--- config.mk ---
export PLATFORM = sky130hd
export DESIGN_NAME = disp_mem_arbiter
export DESIGN_NICKNAME = d
export VERILOG_FILES = /design/src/rtl/disp_mem_arbiter.sv
export SDC_FILE = /design/constraint.sdc
export NUM_CORES = 1
export LEC_CHECK = 0
export CAP_MARGIN = 30
export CORE_ASPECT_RATIO = 1.4
export CORE_MARGIN = 4
export CORE_UTILIZATION = 46
export CTS_BUF_LIST = sky130_fd_sc_hd__clkbuf_4 sky130_fd_sc_hd__clkbuf_8 sky130_fd_sc_hd__clkbuf_16
export DETAILED_ROUTE_END_ITERATION = 7
export PLACE_DENSITY_LB_ADDON = 0.3
export SYNTH_ARGS = -nofsm -noshare
export SYNTH_HDL_FRONTEND = slang
export SYNTH_SLANG_ARGS = --single-unit
--- constraint.sdc ---
create_clock -name clk -period 3.9 [get_ports clk]
set_input_delay 0.975 -clock clk [delete_from_list [all_inputs] [get_ports clk]]
set_output_delay 0.975 -clock clk [all_outputs]
set_load 0.02 [all_outputs]
--- src/rtl/disp_mem_arbiter.sv ---
// disp_mem_arbiter: shares the DataMemory port between the CPU and a display fetch engine (optional DISP_BTN_STEP_EN adds a step button)
module disp_mem_arbiter #(
    parameter logic [31:0] BASE_ADDR  = 32'h0000_0004,
    parameter logic [31:0] STEP       = 32'h0000_0004,
    parameter int          NUM_WORDS  = 8,
    parameter int          HOLD_TICKS = 100000000
) (
    input  logic        clk,
    input  logic        reset,
`ifdef DISP_BTN_STEP_EN
    input  logic        step,
`endif
    input  logic        cpu_done,
    input  logic        cpu_MemRead,
    input  logic        cpu_MemWrite,
    input  logic [31:0] cpu_Address,
    input  logic [31:0] cpu_Write_Data,
    output logic [31:0] cpu_Read_Data,
    output logic        mem_MemRead,
    output logic        mem_MemWrite,
    output logic [31:0] mem_Address,
    output logic [31:0] mem_Write_Data,
    input  logic [31:0] mem_Read_Data,
    output logic [15:0] disp_data,
    output logic        disp_valid,
    output logic [7:0]  disp_index
);
    typedef enum logic [2:0] {RUN, DRAIN, FETCH, LATCH, HOLD} state_t;
    state_t      state;
    logic [31:0] addr_reg;
    logic [31:0] hold_cnt;
    logic        adv;
    logic        run_like;
    logic        unused_hi;
    assign unused_hi = &{1'b0, mem_Read_Data[31:16]};
`ifdef DISP_BTN_STEP_EN
    logic step_q;
    // remember the previous button level so a held press advances only once
    always_ff @(posedge clk) step_q <= reset ? 1'b0 : step;
    assign adv = step & ~step_q;
`else
    assign adv = hold_cnt == 32'(HOLD_TICKS - 1);
`endif
    // reset cycles keep the CPU pass-through so the bus never glitches to the display engine
    assign run_like       = reset || state == RUN;
    assign mem_MemRead    = run_like ? cpu_MemRead : (state == FETCH || state == LATCH);
    assign mem_MemWrite   = run_like & cpu_MemWrite;
    assign mem_Address    = run_like ? cpu_Address : addr_reg;
    assign mem_Write_Data = cpu_Write_Data;
    assign cpu_Read_Data  = mem_Read_Data;
    // display sequencer: sticky takeover on cpu_done, then fetch/latch/hold each window word
    always_ff @(posedge clk) begin
        if (reset) begin
            state      <= RUN;
            addr_reg   <= BASE_ADDR;
            hold_cnt   <= '0;
            disp_data  <= '0;
            disp_valid <= 1'b0;
            disp_index <= '0;
        end else begin
            case (state)
                RUN:   if (cpu_done) state <= DRAIN;
                DRAIN: state <= FETCH;
                FETCH: state <= LATCH;
                LATCH: begin
                    disp_data  <= mem_Read_Data[15:0];
                    disp_valid <= 1'b1;
                    hold_cnt   <= '0;
                    state      <= HOLD;
                end
                HOLD: begin
                    hold_cnt <= hold_cnt + 32'd1;
                    if (adv) begin
                        state      <= FETCH;
                        disp_index <= disp_index == 8'(NUM_WORDS - 1) ? 8'd0 : disp_index + 8'd1;
                        addr_reg   <= disp_index == 8'(NUM_WORDS - 1) ? BASE_ADDR : addr_reg + STEP;
                    end
                end
                default: state <= RUN;
            endcase
        end
    end
endmodule

# Yosys cells after proc, flatten, opt, wreduce, memory -nomap -nowiden

Cells that the tools add are included.

Output and inout port bits: 123
Register bits: 92

Add/sub/neg operators: 3
Mux-type cells: 8
Reduce and logical (&&, ||, !) cells: 6
Eq/ne operators: 8
Bitwise logic cells: 1

Operator list:

| cell                                                                    | count |
|---|---|
| 32-bit 2-to-1 mux                                                       | 2 |
| 32-bit one-hot mux with 2 select lines                                  | 1 |
| 32-bit by 1-bit adder with 32-bit output, second input constant         | 1 |
| 32-bit by 3-bit adder with 32-bit output, second input constant         | 1 |
| 32-bit by 27-bit equality test with 1-bit output, second input constant | 1 |
| 3-bit one-hot mux with 5 select lines                                   | 1 |
| 8-bit by 1-bit adder with 8-bit output, second input constant           | 1 |
| 8-bit by 3-bit equality test with 1-bit output, second input constant   | 1 |
| 8-bit 2-to-1 mux                                                        | 1 |
| 3-bit by 2-bit equality test with 1-bit output, second input constant   | 2 |
| 3-bit 2-to-1 mux                                                        | 2 |
| 2-bit inequality test, second input constant                            | 2 |
| 2-bit AND reduction                                                     | 2 |
| 3-bit by 1-bit equality test with 1-bit output, second input constant   | 1 |
| 3-bit equality test, second input constant                              | 1 |
| 3-bit logical NOT                                                       | 1 |
| 1-bit logical OR                                                        | 2 |
| 2-bit nonzero test                                                      | 1 |
| 1-bit AND                                                               | 1 |
| 1-bit 2-to-1 mux                                                        | 1 |

# Depth between registers and ports, before layout

Depth in word-level cells: 3
Gate-level depth with buffers: 9
Mapped depth without buffers: 6

# Worst setup path after synthesis

Ideal clock, no wire load.

Kind: input to output
From: in reset
To: out mem_Address[10]
Arrival: 2.220 ns
Stages on the path: 4
Path slack: 0.705 ns
Cell sequence: clkbuf_1 > nor2_1 > clkbuf_1 > mux2_2

Word-level cells in the longest chain between the ends: 2

Ends and longest elaborated chain:

| element           | RTL line | RTL |
|---|---|---|
| start, declared   | 9        | `input logic reset,` |
| 1-bit logical OR  | 45       | `assign run_like = reset \|\| state == RUN;` |
| 32-bit 2-to-1 mux | 48       | `assign mem_Address = run_like ? cpu_Address : addr_reg;` |
| end, declared     | 21       | `output logic [31:0] mem_Address,` |

No other way between the ends.

# Final worst setup path

From: in reset
To: out mem_Address[4]

Same word-level chain as after synthesis.

==> flow_summary_export.csv <==
group,metric,value,unit
clocking,cts_tree,"done",
timing,slew_viol_final,0,
global_route,grt_pass1_vias,4503,
cells_and_area,drive_above_1_share,0.110,
timing,skew,0.00659,ns
logic_synthesis,synth_nets,731,
drt,ant_nets,0,
logic_synthesis,synth-compound-area-share,0.118,
logic_synthesis,synthDistinctLibCells,44,
timing,timing.slew.headroom,0.491,
placed_design,pre_cts_ws,0.502,ns
timing,fmax,0.296,GHz
hold_path,holdCritPathClass,"reg -> reg",
logic_synthesis,synth.yosys.seq_area_share,0.354,
power,ir_drop,0.189,mV
timing,setup_viol,0,
power,pwr-share-clk,0.395,
critical_path,path_max_fanout,33,
floorplanning,fp.dieArea,12800,um2
critical_path,end_kind,"primary output",
logic_synthesis,synth_edf_count,0,
critical_path,critPathKind,"in -> out",
logic_synthesis,synth_area_leaders,"dfxtp_1, buf_4, mux2_2",
clocking,cts.repair.resized,0,
timing,setup_ws,0.525,ns
cells_and_area,largest_reg_flops,32,
clocking,cts-root-buf,"clkbuf_16",
global_route,gr-total-overflow,0,
floorplanning,core,10800,um2
power,combPwrFrac,0.160,
logic_synthesis,muxShareOfSynthArea,0.0964,
run,drv_cap,0,
placed_design,placed_cells,806,
cells_and_area,mostFrequentLayoutCell,"clkdlybuf4s50_1",
logic_synthesis,yosys.area_share.simple,0.281,
clocking,cts.path.max_buffers,2,
logic_synthesis,synth_cells,627,
critical_path,critPathArrivalTime,2.40,ns
drt,drc,0,
power,seqPwrFrac,0.446,
logic_synthesis,synth_area_leader_cell,"dfxtp_1",
floorplanning,die_w,96.9,um
floorplanning,die_height,132,um
placed_design,placedInstanceArea,5990,um2
logic_synthesis,synthArstFlopShare,0,
clocking,htreeDepth,3,
clocking,cts_buffers,9,
timing,hold_viol,0,
global_route,grt_pass1_wl,20400,um
logic_synthesis,syn_area,5090,um2
global_route,grt_max_degree,53,
logic_synthesis,syn_area_per_cell,8.12,um2
clocking,cts_sinks,90,
logic_synthesis,synth-seq-cells,90,
cells_and_area,antenna_cells,0,
drt,wl,12400,um
cells_and_area,design_area,6280,um2
global_route,antenna_found_initial,0,
clocking,clk_latency,0.34,ns
timing,grt_setup_unrepaired,"false",
cells_and_area,area_delta_synth_final,23.3,%
power,p_leak,0.00200,uW
logic_synthesis,yosysWarnings,0,
power,power_density,335,nW/um2
critical_path,worstPathRequired,2.92,ns
placed_design,gp_congestion,0.857,
cells_and_area,mostFrequentLayoutCells,"clkdlybuf4s50_1, dfxtp_1, nand2_1",
timing,post-route-min-period,3.37,ns
logic_synthesis,synthAdderAreaFrac,0.00737,
clocking,postCtsHoldBufs,0,
cells_and_area,fin_cells,822,
logic_synthesis,synthFlopType,"dfxtp_1",
logic_synthesis,synth-xor-area-share,0.0172,
timing,tightest_slew,0.764,ns
floorplanning,start_util,0.471,
clocking,clkTransAtPathRegs,0.06,ns
power,p_switching,519,uW
timing,fin_setup_tns,0,ns
drt,via_per_inst,5.72,
drt,drt_first_pass_iters,6,
logic_synthesis,synth_top_area_share,0.354,
floorplanning,rows,45,
floorplanning,io_pins,224,
global_route,grt_usage,0.185,
cells_and_area,nNetsFinal,780,
placed_design,portBuffers,127,
placed_design,hpwl,9020,um
clocking,post-cts-setup-buffer-count,0,
drt,wl_per_cell,15.1,um
timing,finalCritPeriodShare,0.865,
cells_and_area,final_util,0.581,
power,p_sw_frac,0.247,
drt,drtIter0Drc,320,
drt,vias,4701,
outcome,status,"completed",
logic_synthesis,synth_top_family_by_area,"simple AND/OR/NAND/NOR gates",
power,intPower,1580,uW
critical_path,cp-start-kind,"input pin",
==> routing by layer <==
layer / vias up / track usage / share of wire
met3: 33 / 0.0559 / 0.062
met5: - / 0 / 0
met2: 183 / 0.328 / 0.51
met4: 0 / 0.0765 / 0.025
li1: 2285 / - / -
met1: 2200 / 0.205 / 0.41
==> kinds of logic after synthesis <==
kind of cell,Yosys count
simple gates,269
flops,90
fa+ha+maj,3
mux,44
compound gates,107
buf+inv,104
xor+xnor,10
==> cell usage after synthesis (all sizes together) (6+ instances only) <==
cell type / count
mux2: 40
or4: 14
nand3: 35
nor2: 43
or3: 23
nand2: 71
and3: 9
buf: 73
o31ai: 11
o21ai: 21
nor4: 17
and4: 8
dfxtp: 90
or2: 6
a21oi: 62
inv: 8
o211ai: 6
clkbuf: 23
nand4: 24
xnor2: 6
==> worst max-delay path: stages <==
cell	delay, ns
buf_2	0.12
nor2_2	0.15
buf_12	0.21
mux2_2	0.37
clkdlybuf4s50_1	0.56
==> per-stage QoR <==
stage               power (uW)  hold WS [ns]
finish                    2100         0.452
global route              2170         0.476
CTS                       2120         0.458
detailed placement        1290         0.449
global placement          1290         0.443
floorplan                 1210         0.448
==> final cells by class <==
cell class              count  area [um2]
clock inverters             3        23.8
repair buffers            134        1330
well taps                 141         176
inverters                   8        30.0
clock buffers              13         262
multi-input cells         433        2650
flip-flops and latches     90        1800
fillers                  1008        4530
==> power groups by stage <==
stage          combinational (uW)  clock [uW]  sequential [uW]
6_report                      335         829              936
2_1_floorplan                 250           0              957
4_1_cts                       339         847              936
5_1_grt                       356         878              937
3_5_place_dp                  337           0              957
3_3_place_gp                  332           0              957
==> path summary, 6_finish.rpt <==
check | slack (ns) | end | from | cells after the start
max | 0.53 | mem_Address[4] | reset | 5
min | 0.45 | disp_data[0] | disp_data[0] | 2
max reg2reg | 1.07 | addr_reg[31] | state[2] | 6
min reg2reg | 0.45 | disp_data[0] | disp_data[0] | 2
No activity file was read; power rests on OpenSTA's default activity.
